File: src/rtl/regfile_pkg.sv
// Shared widths, constants and the write-request record for the register-file write arbiter.
package regfile_pkg;

    localparam int ADDR_W   = 5;
    localparam int DATA_W   = 32;
    localparam int ZERO_REG = 0;
    localparam int WCOUNT_W = 16;

    typedef struct packed {
        logic [ADDR_W-1:0] addr;
        logic [DATA_W-1:0] data;
    } wr_req_t;

endpackage

File: src/rtl/regfile_write_arbiter_rr_arbiter.sv
// Combinational round-robin arbiter: the first valid at or after i_ptr, wrapping, wins.
module rr_arbiter #(
    parameter int NUM_REQ = 2,
    parameter int PTR_W   = $clog2(NUM_REQ)
) (
    input  logic [NUM_REQ-1:0] i_valid,
    input  logic [PTR_W-1:0]   i_ptr,
    output logic [NUM_REQ-1:0] o_grant,
    output logic [PTR_W-1:0]   o_next_ptr
);

    logic             w_found;
    logic [PTR_W-1:0] w_idx;

    always_comb begin
        // NOTE: every output of this block gets a default first, so no path can infer a latch.
        o_grant    = '0;
        o_next_ptr = i_ptr;
        w_found    = 1'b0;
        w_idx      = '0;
        for (int k = 0; k < NUM_REQ; k++) begin
            w_idx = PTR_W'((int'(i_ptr) + k) % NUM_REQ);
            if (!w_found && i_valid[w_idx]) begin
                o_grant[w_idx] = 1'b1;
                o_next_ptr     = PTR_W'((int'(w_idx) + 1) % NUM_REQ);
                w_found        = 1'b1;
            end
        end
    end

endmodule

File: src/rtl/regfile_write_arbiter.sv
// Round-robin share of the register-file write port with a registered write stage and commit counter.
// Define WR_BYPASS_EN to add two read ports that forward the write being committed this cycle.
module regfile_write_arbiter #(
    parameter int NUM_REQ = 2,
    parameter int ADDR_W  = regfile_pkg::ADDR_W,
    parameter int DATA_W  = regfile_pkg::DATA_W
) (
    input  logic                          clk,
    input  logic                          rst,
    input  logic [NUM_REQ-1:0]            req_valid,
    output logic [NUM_REQ-1:0]            req_ready,
    input  logic [NUM_REQ*ADDR_W-1:0]     req_addr,
    input  logic [NUM_REQ*DATA_W-1:0]     req_data,
    output logic                          regWrite,
    output logic [ADDR_W-1:0]             write_reg,
    output logic [DATA_W-1:0]             write_data,
    output logic [regfile_pkg::WCOUNT_W-1:0] write_count
`ifdef WR_BYPASS_EN
    ,
    input  logic [ADDR_W-1:0]             read_reg_1,
    input  logic [ADDR_W-1:0]             read_reg_2,
    input  logic [DATA_W-1:0]             rf_data_1,
    input  logic [DATA_W-1:0]             rf_data_2,
    output logic [DATA_W-1:0]             read_data_1,
    output logic [DATA_W-1:0]             read_data_2
`endif
);

    localparam int PTR_W = $clog2(NUM_REQ);
    localparam int CW    = regfile_pkg::WCOUNT_W;
    localparam logic [ADDR_W-1:0] ZERO_ADDR = ADDR_W'(regfile_pkg::ZERO_REG);

    logic [PTR_W-1:0]   r_ptr;
    logic               r_write_en;
    logic [ADDR_W-1:0]  r_write_reg;
    logic [DATA_W-1:0]  r_write_data;
    logic [CW-1:0]      r_count;

    logic [NUM_REQ-1:0] w_arb_grant;
    logic [NUM_REQ-1:0] w_grant;
    logic [PTR_W-1:0]   w_next_ptr;
    logic [ADDR_W-1:0]  w_sel_addr;
    logic [DATA_W-1:0]  w_sel_data;
    logic               w_transfer;
    logic               w_commit;

    rr_arbiter #(
        .NUM_REQ (NUM_REQ),
        .PTR_W   (PTR_W)
    ) u_rr_arbiter (
        .i_valid    (req_valid),
        .i_ptr      (r_ptr),
        .o_grant    (w_arb_grant),
        .o_next_ptr (w_next_ptr)
    );

    // Nothing is accepted while reset is asserted, so no request is consumed and then dropped.
    assign w_grant    = rst ? '0 : w_arb_grant;
    assign req_ready  = w_grant;
    assign w_transfer = |w_grant;

    always_comb begin
        w_sel_addr = '0;
        w_sel_data = '0;
        for (int i = 0; i < NUM_REQ; i++) begin
            if (w_grant[i]) begin
                w_sel_addr = req_addr[i*ADDR_W +: ADDR_W];
                w_sel_data = req_data[i*DATA_W +: DATA_W];
            end
        end
    end

    // Writes to the zero register are consumed but never reach the regfile.
    assign w_commit = w_transfer && (w_sel_addr != ZERO_ADDR);

    always_ff @(posedge clk) begin
        // NOTE: state is updated with non-blocking assignments so every register samples pre-edge values.
        if (rst) begin
            r_ptr        <= '0;
            r_write_en   <= 1'b0;
            r_write_reg  <= '0;
            r_write_data <= '0;
            r_count      <= '0;
        end else begin
            if (w_transfer) begin
                r_ptr <= w_next_ptr;
            end
            r_write_en <= w_commit;
            if (w_commit) begin
                r_write_reg  <= w_sel_addr;
                r_write_data <= w_sel_data;
            end
            // A write counts once the regfile has captured it, i.e. at the end of its regWrite cycle.
            if (r_write_en && (r_count != {CW{1'b1}})) begin
                r_count <= r_count + 1'b1;
            end
        end
    end

    assign regWrite    = r_write_en;
    assign write_reg   = r_write_reg;
    assign write_data  = r_write_data;
    assign write_count = r_count;

`ifdef WR_BYPASS_EN
    assign read_data_1 = (r_write_en && (r_write_reg == read_reg_1) && (read_reg_1 != ZERO_ADDR))
                         ? r_write_data : rf_data_1;
    assign read_data_2 = (r_write_en && (r_write_reg == read_reg_2) && (read_reg_2 != ZERO_ADDR))
                         ? r_write_data : rf_data_2;
`endif

endmodule

File: config.mk
export PLATFORM = sky130hd
export DESIGN_NAME = regfile_write_arbiter
export DESIGN_NICKNAME = d
export VERILOG_FILES = /design/src/rtl/regfile_pkg.sv /design/src/rtl/regfile_write_arbiter_rr_arbiter.sv /design/src/rtl/regfile_write_arbiter.sv
export SDC_FILE = /design/constraint.sdc
export NUM_CORES = 1
export LEC_CHECK = 0
export CORE_MARGIN = 1.5
export CORE_UTILIZATION = 37
export CTS_BUF_LIST = sky130_fd_sc_hd__clkbuf_4 sky130_fd_sc_hd__clkbuf_8
export CTS_CLUSTER_DIAMETER = 200
export DETAILED_ROUTE_END_ITERATION = 10
export HOLD_SLACK_MARGIN = 0.03
export PLACE_DENSITY = 0.9
export SLEW_MARGIN = 40
export SYNTH_ARGS = -nofsm -noshare
export SYNTH_HDL_FRONTEND = slang
export SYNTH_SLANG_ARGS = --single-unit
File: constraint.sdc
create_clock -name clk -period 2.1 [get_ports clk]
set_input_delay 0.63 -clock clk [delete_from_list [all_inputs] [get_ports clk]]
set_output_delay 0.63 -clock clk [all_outputs]
set_load 0.1 [all_outputs]
==> results.toml <==
[clock_network]
cts.htree.levels = 2
cts_tree = "yes"
clock_tree.buffer_depth = 2
root_buffer = "clkbuf_8"
numCtsBuffers = 5
cts_sinks = 55
clkLatencyLatePin_ns = 0.31
hold_buffers = 0
clkTransAtPathRegs_ns = 0.09

[drt]
postRouteAntennaNets = 0
wirelength_um = 8600
drt_iter0_drc = 175
vias_per_cell = 5.46
dr.pass1.iters = 4
vias = 2877
route.detailed.drc = 0
avgRoutedWirePerCell_um = 16.3

[timing]
final-setup-viol-count = 0
finalCritPeriodShare_pct = 98.5
clock.fmax_mhz = 484
slew_violations = 0
clock_skew_ns = 0.00912
fin_crit_ns = 2.07
tightest_slew_ns = 0.559
maxSlewHeadroom_pct = 62.1
hold_viol = 0

[global_route]
antenna_found_initial = 0
use_met3_pct = 6.60
grt_pass1_wl_um = 13200
met2_usage_pct = 40.0
grt-ovfl-total = 0
met1_usage_pct = 24.6
grt_busiest_layer = "met2"
grt_max_degree = 33
first_global_vias = 2804
grt_use_total_pct = 21.9

[layout]
n_fill_cell = 487
design_area_mm2 = 0.00503
drive_above_1_share_pct = 37.4
nNetsFinal = 509
area_growth_syn_to_layout_pct = 87.8
final_common_cell = "clkdlybuf4s50_1"
n_antenna_cell = 0
final_cell_mix = "clkdlybuf4s50_1 (74), buf_12 (58), dfxtp_1 (38)"
largest_reg_flops = 32
stdcell_count = 527

[critical_path]
startpoint_type = "primary input"
crit_arrival_ns = 1.44
critPathCaptureType = "output port"
rr_worst_depth = 6
cp_max_fo = 2
critPathKind = "in2out"
worstReg2RegStart = "write_count[0]"
worst_ep_required_time_ns = 1.47
timing.rr.end = "write_count[1]"
reg2reg_slack_ns = 0.14

[placed_design]
place_hpwl_um = 6400
placed_cells = 514
dpl_cell_area_mm2 = 0.00480
portBuffers = 133
place.gp.congestion = 0.866

[synthesis]
synth_area_per_cell_um2 = 9.33
synth_edf_count = 0
synth_seq_cells = 55
synthCells = 287
ys_seq_area_share_pct = 41.1
async_flop_share_pct = 0
synth_nets = 366
synth.distinct_cells = 47
ys.warnings.count = 0
synth_ff_type = "dfxtp_1"
synth.cell_area_mm2 = 0.00268

[status]
outcome = "completed"

[die]
die_w_um = 88.1
design.die.area_mm2 = 0.00776
core_mm2 = 0.00691
num_io_pins = 134
num_rows = 30
start_util_pct = 38.8
chipHeight_um = 88.1

[power]
leakage_nw = 1.86
powerDensity_mw_per_mm2 = 715
ir_worst_vdd_mv = 0.433

[hold_path]
hp-start = "write_count[8]"
min_path_type = "reg2reg"
hold_depth = 2
hold-path-endpoint = "write_count[8]"

[run]
max-cap-violations = 0
## cell type report
class	instances	area [µm²]	area share, %
inverters	4	15.0	0.298
clock inverters	3	38.8	0.771
clock buffers	5	68.8	1.37
well taps	96	120	2.39
flip-flops and latches	55	1130	22.5
repair buffers	162	2130	42.4
multi-input cells	202	1520	30.3
## how the worst max path moves through the flow
stage,startpoint,slack [ns],endpoint
floorplan,write_count[13],0.006,write_count[1]
detailed placement,rst,-0.48,write_reg[4]
CTS,req_valid[0],-0.005,write_data[1]
global placement,req_valid[0],-0.43,write_data[1]
finish,req_valid[0],0.03,req_ready[0]
global route,req_valid[0],-0.002,write_data[20]
## worst max-delay path, stage by stage
cell and delay (ns):
clkdlybuf4s15_1 0.24, a21boi_4 0.21, and2_4 0.18, buf_12 0.17
## synth_stat cells, types with 2 or more instances
library cell	n	area [µm²]
a21oi_1	9	45.0
a21oi_2	29	254
a22oi_1	32	240
a32oi_1	3	26.3
a32oi_2	2	32.5
and2_1	2	12.5
and2b_1	2	15.0
and3_1	4	25.0
and4_1	2	17.5
buf_2	2	10.0
buf_6	4	45.0
clkbuf_1	20	75.1
dfxtp_1	55	1100
inv_1	3	11.3
mux2i_1	2	20.0
nand2_1	7	26.3
nand2b_1	2	12.5
nand3_1	7	35.0
nand4_1	4	25.0
nor2_1	20	75.1
nor2b_1	6	37.5
nor3_1	3	15.0
o21a_1	3	22.5
o21ai_0	2	10.0
o21ai_1	2	10.0
o31ai_1	32	240
or3_1	3	18.8
xor2_1	6	52.6
## per-layer routing
layer / wire (µm) / vias to the layer above
li1: - / 1369
met1: 3280 / 1362
met2: 4490 / 133
met4: 148 / 0
met5: 0 / -
met3: 672 / 13
## per-stage QoR
step                      hold slack, ns  setup TNS (ns)  power [mW]  utilization [%]  setup slack [ns]
after floorplan                    0.469               0        2.22                -           0.00638
after global placement             0.480          -15.71        2.87             69.5            -0.429
after detailed placement           0.503          -17.53        2.90             69.5            -0.482
after CTS                          0.536        -0.00984        3.59             71.6          -0.00491
after global routing               0.581        -0.00378        3.74             72.8          -0.00228
final                              0.542               0        3.60             72.8            0.0320
## logic make-up (layout without fill, tap and decap cells)
group | after synthesis | after routing | share of synthesized area [%]
adder cells (fa/ha/maj) | 1 | 1 | 0.467
XOR/XNOR | 7 | 7 | 2.29
multiplexers | 2 | 2 | 0.747
flip-flops | 55 | 55 | 41.1
AND/OR/NAND/NOR | 70 | 70 | 14.1
buffers and inverters | 30 | 174 | 5.42
AO/OA/AOI/OAI | 122 | 122 | 35.9
## report_power, final
group | switching [mW] | internal [mW]
clock | 0.337 | 0.350
sequential | 0.112 | 1.14
combinational | 1.00 | 0.661
## repair_timing
item,CTS,global route
pin swaps,1,5
resized for setup,13,15
setup buffers,1,4
setup endpoints to repair,38,36
gates cloned,0,0
No activity file was read; power rests on OpenSTA's default activity.
